[config.mk]
export PLATFORM = sky130hd
export DESIGN_NAME = obi_copy_master
export DESIGN_NICKNAME = d
export VERILOG_FILES = /design/src/rtl/obi_copy_master.sv
export SDC_FILE = /design/constraint.sdc
export NUM_CORES = 1
export LEC_CHECK = 0
export BUFFER_PORTS_ARGS = -buffer_cell sky130_fd_sc_hd__clkbuf_2
export CAP_MARGIN = 40
export CORE_AREA = 2 2 125 127
export CTS_CLUSTER_DIAMETER = 30
export DETAILED_ROUTE_END_ITERATION = 7
export DIE_AREA = 0 0 127 129
export PLACE_DENSITY = 0.83
export SYNTH_ARGS = -nofsm -noshare
export SYNTH_HDL_FRONTEND = slang
export SYNTH_SLANG_ARGS = --single-unit
[constraint.sdc]
create_clock -name clk -period 3.7 [get_ports clk]
set_input_delay 0.555 -clock clk [delete_from_list [all_inputs] [get_ports clk]]
set_output_delay 0.555 -clock clk [all_outputs]
set_load 0.03 [all_outputs]
[src/rtl/obi_copy_master.sv]
// obi_copy_master
// ---------------------------------------------------------------------------
// Word-copy engine that acts as the initiator on the req/gnt/rvalid memory
// interface. After a start pulse it copies len words from an ascending
// source pointer to an ascending destination pointer, one bus transaction
// at a time: read, wait for the response, write, wait for the acknowledge.
//
// Ports
//   clk, rst_n    : clock, asynchronous active-low reset
//   start_i       : start request, honoured only in IDLE
//   src_addr_i    : first source address
//   dst_addr_i    : first destination address
//   len_i         : number of words to copy (0 = finish immediately)
//   abort_i       : stop at the next word boundary
//   busy_o        : a copy is in progress
//   done_o        : one-cycle completion pulse
//   aborted_o     : last copy ended early because of abort_i (sticky)
//   words_done_o  : words whose write has been acknowledged
//   req_o, gnt_i, rvalid_i, addr_o, we_o, wdata_o, rdata_i : bus initiator
// ---------------------------------------------------------------------------
module obi_copy_master #(
  parameter int LEN_W    = 16,
  parameter int ADDR_INC = 1
) (
  input  logic             clk,
  input  logic             rst_n,
  input  logic             start_i,
  input  logic [31:0]      src_addr_i,
  input  logic [31:0]      dst_addr_i,
  input  logic [LEN_W-1:0] len_i,
  input  logic             abort_i,
  output logic             busy_o,
  output logic             done_o,
  output logic             aborted_o,
  output logic [LEN_W-1:0] words_done_o,
  output logic             req_o,
  input  logic             gnt_i,
  input  logic             rvalid_i,
  output logic [31:0]      addr_o,
  output logic             we_o,
  output logic [31:0]      wdata_o,
  input  logic [31:0]      rdata_i
);

  localparam logic [31:0] PTR_INC = 32'(ADDR_INC);

  typedef enum logic [2:0] {
    IDLE    = 3'd0,
    RD_REQ  = 3'd1,
    RD_WAIT = 3'd2,
    WR_REQ  = 3'd3,
    WR_WAIT = 3'd4,
    DONE    = 3'd5
  } state_t;

  state_t           state_reg, state_next;
  logic [31:0]      src_ptr_reg, src_ptr_next;
  logic [31:0]      dst_ptr_reg, dst_ptr_next;
  logic [31:0]      data_reg, data_next;        // word in flight between read and write
  logic [LEN_W-1:0] len_reg, len_next;
  logic [LEN_W-1:0] words_done_reg, words_done_next;
  logic             aborted_reg, aborted_next;
  logic             abort_pending_reg, abort_pending_next;

  logic [LEN_W-1:0] words_inc;
  logic             last_word;
  logic             stop_req;

  assign words_inc = words_done_reg + LEN_W'(1);
  assign last_word = (words_inc == len_reg);
  // An abort arriving in the same cycle as the write acknowledge still counts.
  assign stop_req  = abort_pending_reg | abort_i;

  assign aborted_o    = aborted_reg;
  assign words_done_o = words_done_reg;

  always_ff @(posedge clk or negedge rst_n) begin
    if (!rst_n) begin
      state_reg         <= IDLE;
      src_ptr_reg       <= '0;
      dst_ptr_reg       <= '0;
      data_reg          <= '0;
      len_reg           <= '0;
      words_done_reg    <= '0;
      aborted_reg       <= 1'b0;
      abort_pending_reg <= 1'b0;
    end else begin
      state_reg         <= state_next;
      src_ptr_reg       <= src_ptr_next;
      dst_ptr_reg       <= dst_ptr_next;
      data_reg          <= data_next;
      len_reg           <= len_next;
      words_done_reg    <= words_done_next;
      aborted_reg       <= aborted_next;
      abort_pending_reg <= abort_pending_next;
    end
  end

  // Bus outputs are decoded from the state register only, so they hold
  // steady while a request waits for its grant and fall to zero the moment
  // reset is applied.
  always_comb begin
    state_next         = state_reg;
    src_ptr_next       = src_ptr_reg;
    dst_ptr_next       = dst_ptr_reg;
    data_next          = data_reg;
    len_next           = len_reg;
    words_done_next    = words_done_reg;
    aborted_next       = aborted_reg;
    abort_pending_next = abort_pending_reg;
    busy_o             = 1'b0;
    done_o             = 1'b0;
    req_o              = 1'b0;
    we_o               = 1'b0;
    addr_o             = '0;
    wdata_o            = '0;

    case (state_reg)
      IDLE: begin
        if (start_i) begin
          words_done_next = '0;
          aborted_next    = 1'b0;
          if (len_i != '0) begin
            src_ptr_next = src_addr_i;
            dst_ptr_next = dst_addr_i;
            len_next     = len_i;
            state_next   = RD_REQ;
          end else begin
            state_next   = DONE;
          end
        end
      end

      RD_REQ: begin
        busy_o = 1'b1;
        req_o  = 1'b1;
        addr_o = src_ptr_reg;
        if (gnt_i) state_next = RD_WAIT;
      end

      RD_WAIT: begin
        busy_o = 1'b1;
        if (rvalid_i) begin
          data_next  = rdata_i;
          state_next = WR_REQ;
        end
      end

      WR_REQ: begin
        busy_o  = 1'b1;
        req_o   = 1'b1;
        we_o    = 1'b1;
        addr_o  = dst_ptr_reg;
        wdata_o = data_reg;
        if (gnt_i) state_next = WR_WAIT;
      end

      WR_WAIT: begin
        busy_o = 1'b1;
        if (rvalid_i) begin
          words_done_next = words_inc;
          src_ptr_next    = src_ptr_reg + PTR_INC;
          dst_ptr_next    = dst_ptr_reg + PTR_INC;
          if (last_word || stop_req) begin
            state_next   = DONE;
            // Only flag an abort if it actually cut the copy short.
            aborted_next = stop_req && !last_word;
          end else begin
            state_next   = RD_REQ;
          end
        end
      end

      DONE: begin
        done_o     = 1'b1;
        state_next = IDLE;
      end

      default: state_next = IDLE;
    endcase

    // Sticky abort request, collected only while a copy is running.
    abort_pending_next = abort_pending_reg | (busy_o & abort_i);
    if (state_next == DONE) abort_pending_next = 1'b0;
  end

endmodule
# == Word level (Yosys, flattened, before mapping) ==
# Index checks and enable logic that the tools add are counted.
# op_classes
n_addsub,3
eq_ne,11
mux,30
n_bitwise,3
reduce_logical,13
# op_table
operator,n
$mux 32,7
$pmux 32 s2,3
$add 32x1->32 const B,2
$mux 16,2
$pmux 16 s2,1
$mux 3,7
$add 16x1->16 const B,1
$eq 16x16->1,1
$reduce_bool 16->1,1
$pmux 3 s5,1
$eq 3x3->1 const B,3
$mux 1,8
$ne 2x2->1 const B,4
$reduce_and 4->1,2
$eq 3x2->1 const B,2
$reduce_and 3->1,2
$reduce_or 4->1,1
$eq 3x1->1 const B,1
$logic_not 3->1,1
$or 1x1->1,2
$pmux 1 s2,1
$reduce_and 2->1,1
$reduce_bool 2->1,1
$reduce_or 2->1,1
other kinds (4),4
# word_totals
reg_bits,133
in_bits,118
out_inout_bits,85
elab_cells,68

# == Depth between registers and ports, before layout ==
# logic_depth
word_depth,8
depth_mapped,10
mapped_depth_nobuf,9

# == Worst setup path before layout ==
# Ideal clock, no wire load.
# synth_path
kind,reg-to-reg
start,reg words_done_reg[0] (netlist: words_done_o[0])
end,reg aborted_reg (netlist: aborted_o)
setup_ns,0.121
t_arrival_ns,2.215
required_ns,3.579
slack_ns,1.364
path_stages_with_launch,9
path_buffers,0
synth_period_minus_slack_ns,2.336
path_cell_list,dfrtp_1 > ha_1 > nand3_4 > nor4_4 > a21oi_1 > a2111oi_2 > o211ai_1 > o21a_1 > o22a_1
# synth_between
elab_chain_len,7
elab_cells_between_ends,10
cone_classes,1 x add/sub; 2 x eq/ne; 3 x mux; 4 x reduce/logical
# synth_rtl
element,line_no,rtl
from (decl),61,"logic [LEN_W-1:0] words_done_reg, words_done_next;"
from (signal assigned),93,words_done_reg <= words_done_next;
$add 16x1->16 (*),69,assign words_inc = words_done_reg + LEN_W'(1);
$eq 16x16->1 (*),70,assign last_word = (words_inc == len_reg);
$logic_not 1->1,167,aborted_next = stop_req && !last_word;
$logic_and 1x1->1,167,
$mux 1,164,if (last_word || stop_req) begin
$mux 1,160,if (rvalid_i) begin
$pmux 1 s2,118,case (state_reg)
to (signal assigned),94,aborted_reg <= aborted_next;
to (decl),62,"logic aborted_reg, aborted_next;"
# Mark *: on every way between the ends. The rest lies on a longest branch, timed or not. The select of a mux whose other input is x is not followed.
# A chain may end at the register's enable or synchronous reset.

# == Worst setup path in the final report ==
# layout_path
start,reg state_reg[1]
end,out addr_o[27]
# layout_between
elab_chain_len,2
elab_cells_between_ends,3
cone_classes,2 x eq/ne; 1 x mux
# layout_rtl
element,line_no,rtl
from (decl),56,"state_t state_reg, state_next;"
from (signal assigned),88,state_reg <= state_next;
$eq 3x2->1 or $eq 3x1->1 (tied branches),118,
$pmux 32 s2 (*),118,
to (decl),39,"output logic [31:0] addr_o,"
# Mark *: on every way between the ends. The rest lies on a longest branch, timed or not.

==> metrics list <==
* Status: completed
- The wire-length estimate of the detail-placed layout is 15100 um.
* Count of flip-flops with a built-in enable after synthesis: 0
* CTS Root Cell: sky130_fd_sc_hd__clkbuf_16
- Cell type of the slowest stage on the worst timing path: sky130_fd_sc_hd__dfrtp_2
- Crit path time final: 2910 ps
- GPL Wtd Cong: 0.890
- Top-level I/O count: 203
* Ratio of cells with drive above 1 in the final layout: 0.286
- For this block, the routed nets add up to 22100 um of wire.
- Crit path setup slack, layout: 790 ps
- In this run, distinct cell masters in the synthesized netlist total 71.
- Number of iterations in the first detailed-routing pass: 5
- Yosys instantiated no cell more often than sky130_fd_sc_hd__dfrtp_1.
- The clock drives 133 sinks.
- Of the post-synthesis cell area, the dominant cell type holds 0.413.
- After clock tree synthesis, the flow added hold-fix buffers numbering 0.
* Max Cap Viol: 0
* Synth-to-Final Area Change: 20.7%
- After routing, the total negative slack on setup checks comes to 0 ps.
- The repair_antennas step left the layout with diodes totalling 0.
- In this run the most used layer during global routing was met2.
* Reg2reg end: src_ptr_reg[10]
- DRC violations left: 0
- Port buffering added 202 buffers.
- Most frequent cells after synthesis: 133 x sky130_fd_sc_hd__dfrtp_1, 115 x sky130_fd_sc_hd__a21oi_1, 111 x sky130_fd_sc_hd__nor2_1, 68 x sky130_fd_sc_hd__nand2_1, 68 x sky130_fd_sc_hd__o21ai_0
- The synthesized design spends more area on one cell type than any other, namely sky130_fd_sc_hd__dfrtp_1.
- Setup violations remaining at the end of the flow were counted as 0.
- Height of the die: 129 um
- Launch point of the critical path: state_reg[1]
- Post-DR wirelength/cell: 17.2 um
* Cell Rows: 45
* Sequential-to-total area share from yosys stat: 0.413
- The final hold violation count was 0.
- Measured on the finished design, the core utilization comes to 0.650.
- The cell area that synthesis handed to floorplanning was 0.00806 sq mm.
* Setup slack on the worst flop-to-flop path: 840 ps
* Number of resized instances in the post-cts repair step: 0
* GRT Resource Usage Total: 0.271
- Summed over all cells, the static leakage comes to 4.44 nW.
- Grt met2 use: 0.424
- Largest stage delay on the critical path: 710 ps
- Worst hold path type: input pin to asynchronous set/reset pin
- Global Route met3 Usage: 0.0437
* Relative slew slack: 0.442
- Worst Path Max Fanout: 54
* Final Max Tran Viols: 0
* Register bit count reported by yosys: 133
- The startpoint identified for the worst register-to-register timing path is state_reg[1].
- At the pin with the least slew margin, the transition time is 834 ps.
- Global-route met1 utilization: 0.388
* Iteration-0 DRC count of the detailed router: 687
- CTS tree: done
- Post-CTS setup repair buffer count: 0
* Clock Skew: 5.91 ps
* Family of cells with the greatest summed delay on the critical path: buffers and inverters
- The initial antenna violation count was 0.
* Nets: 1205
- Timing would allow up to 344 MHz.
- For the worst setup path, the data required time is 3140 ps.
- Clock insertion delay at the later pin of the skew report: 420 ps
- Maximum root-to-sink buffer count: 2
- IR analysis of the VDD net gives a maximum drop of 0.422 mV.
* Ratio of total power to cell area: 830 mW/mm^2
- Routed via count: 7768
* Yosys warns: 0
* Initial Utilization: 0.538
- In the routed layout, each cell is associated on average with a via count of 6.05.
- Sequence of cells on the critical path: buf_4 > mux2i_1 > nor2_1 > clkbuf_2
- Each instance of the synthesized netlist takes up on average 8.74 sq um.
* Async set-reset flop share out of synthesis: 1.00
- DIE AREA: 0.0164 sq mm
- Clock-pin slew was measured on the worst setup and hold paths at 60 ps.
- The worst setup path is captured at an output pin.
* Leading cell types by total area after synthesis: sky130_fd_sc_hd__dfrtp_1 41%, sky130_fd_sc_hd__a21oi_1 7.1%, sky130_fd_sc_hd__mux2_2 6.3%, sky130_fd_sc_hd__nor2_1 5.2%, sky130_fd_sc_hd__mux2i_1 4.2%
- RSZ-0062 raised after global routing: false
- CTS built an H-tree with a depth of 4.
* DIE WIDTH: 127 um
- Counting the buffers created by CTS gives 17.
- Gate Count Post-Synth: 923
* Worst setup path class: register to output pin
- Before CTS, the worst setup slack after placement is 913 ps.
- Register-to-Register Path Depth: 6
* Flip-flop cell with the highest count after synthesis: sky130_fd_sc_hd__dfrtp_1
- Post-Syn Nets: 1044
- The detail route stage leaves a number of antenna-violating nets equal to 0.
- Via count of the first global-routing pass: 6957
- Global routing finished with a remaining overflow of 0.
- The floorplan step defined a core boundary enclosing 0.0150 sq mm.
- Total power for the finished layout comes to 0.00808 W.
* Critical Path Source Type: register
* Share of the clock period used by the worst path: 0.787
* Largest net degree at the start of global routing: 112
* First-pass GRT wire length: 35600 um
- Arrival time at the worst endpoint: 2360 ps
- Counting both buffers and inverters, the worst setup path holds a total of 2.
worst max-delay path by stage:
stage | cells past startpoint | slack [ps] | endpoint
after detailed placement | 6 | 910 | src_ptr_reg[10]
after global placement | 6 | 1030 | dst_ptr_reg[12]
after CTS | 5 | 800 | wdata_o[6]
after floorplan | 8 | 1360 | aborted_o
final | 4 | 790 | addr_o[27]
after global routing | 6 | 630 | dst_ptr_reg[12]
metrics by stage:
step,cells,hold WS (ps),instance area [sq um]
finish,1285,146,9730
detailed placement,1253,470,9170
global placement,1252,461,9140
CTS,1285,158,9730
global route,1285,167,9730
floorplan,923,259,8060
area by class of cell:
| cell class | instances | area, sq um |
|---|---|---|
| Clock buffer | 18 | 439 |
| Clock inverter | 14 | 129 |
| Fill cell | 1224 | 5240 |
| Inverter | 13 | 48.8 |
| Multi-Input combinational cell | 707 | 4410 |
| Sequential cell | 133 | 3330 |
| Tap cell | 188 | 235 |
| Timing Repair Buffer | 212 | 1150 |
cells in the final DEF, fill, tap and decap left out, types with 9 or more instances in the layout:
cell and count:
sky130_fd_sc_hd__xor2_1 12, sky130_fd_sc_hd__clkbuf_16 17, sky130_fd_sc_hd__nand3_1 38, sky130_fd_sc_hd__mux2_2 45, sky130_fd_sc_hd__and3_1 44, sky130_fd_sc_hd__nand4_1 11, sky130_fd_sc_hd__inv_1 12, sky130_fd_sc_hd__xnor2_1 9
sky130_fd_sc_hd__o22ai_1 27, sky130_fd_sc_hd__mux2i_1 34, sky130_fd_sc_hd__a21oi_1 115, sky130_fd_sc_hd__o21ai_0 68, sky130_fd_sc_hd__nor2_1 110, sky130_fd_sc_hd__nand2_1 67, sky130_fd_sc_hd__clkbuf_2 201, sky130_fd_sc_hd__nor3_1 12
sky130_fd_sc_hd__dfrtp_1 132
cells by family (layout without fill, tap and decap cells):
kind of cell	count (synthesis)	after routing	share of synthesized area
simple gates	338	338	0.217
xor+xnor	21	21	0.0228
fa+ha+maj	3	3	0.00466
mux	82	82	0.109
buf+inv	83	257	0.0444
compound gates	263	263	0.189
flops	133	133	0.413
power breakdown:
group          internal (W)  total [W]  switching [W]
registers           0.00211    0.00285       0.000738
clock network      0.000946    0.00162       0.000676
logic               0.00139    0.00361        0.00222
per-layer routing:
metal	wire, um	vias up
met2	10300	364
met1	9860	3691
met5	0	-
met3	1610	34
met4	342	0
li1	-	3679
(Power assumes the default switching activity.)
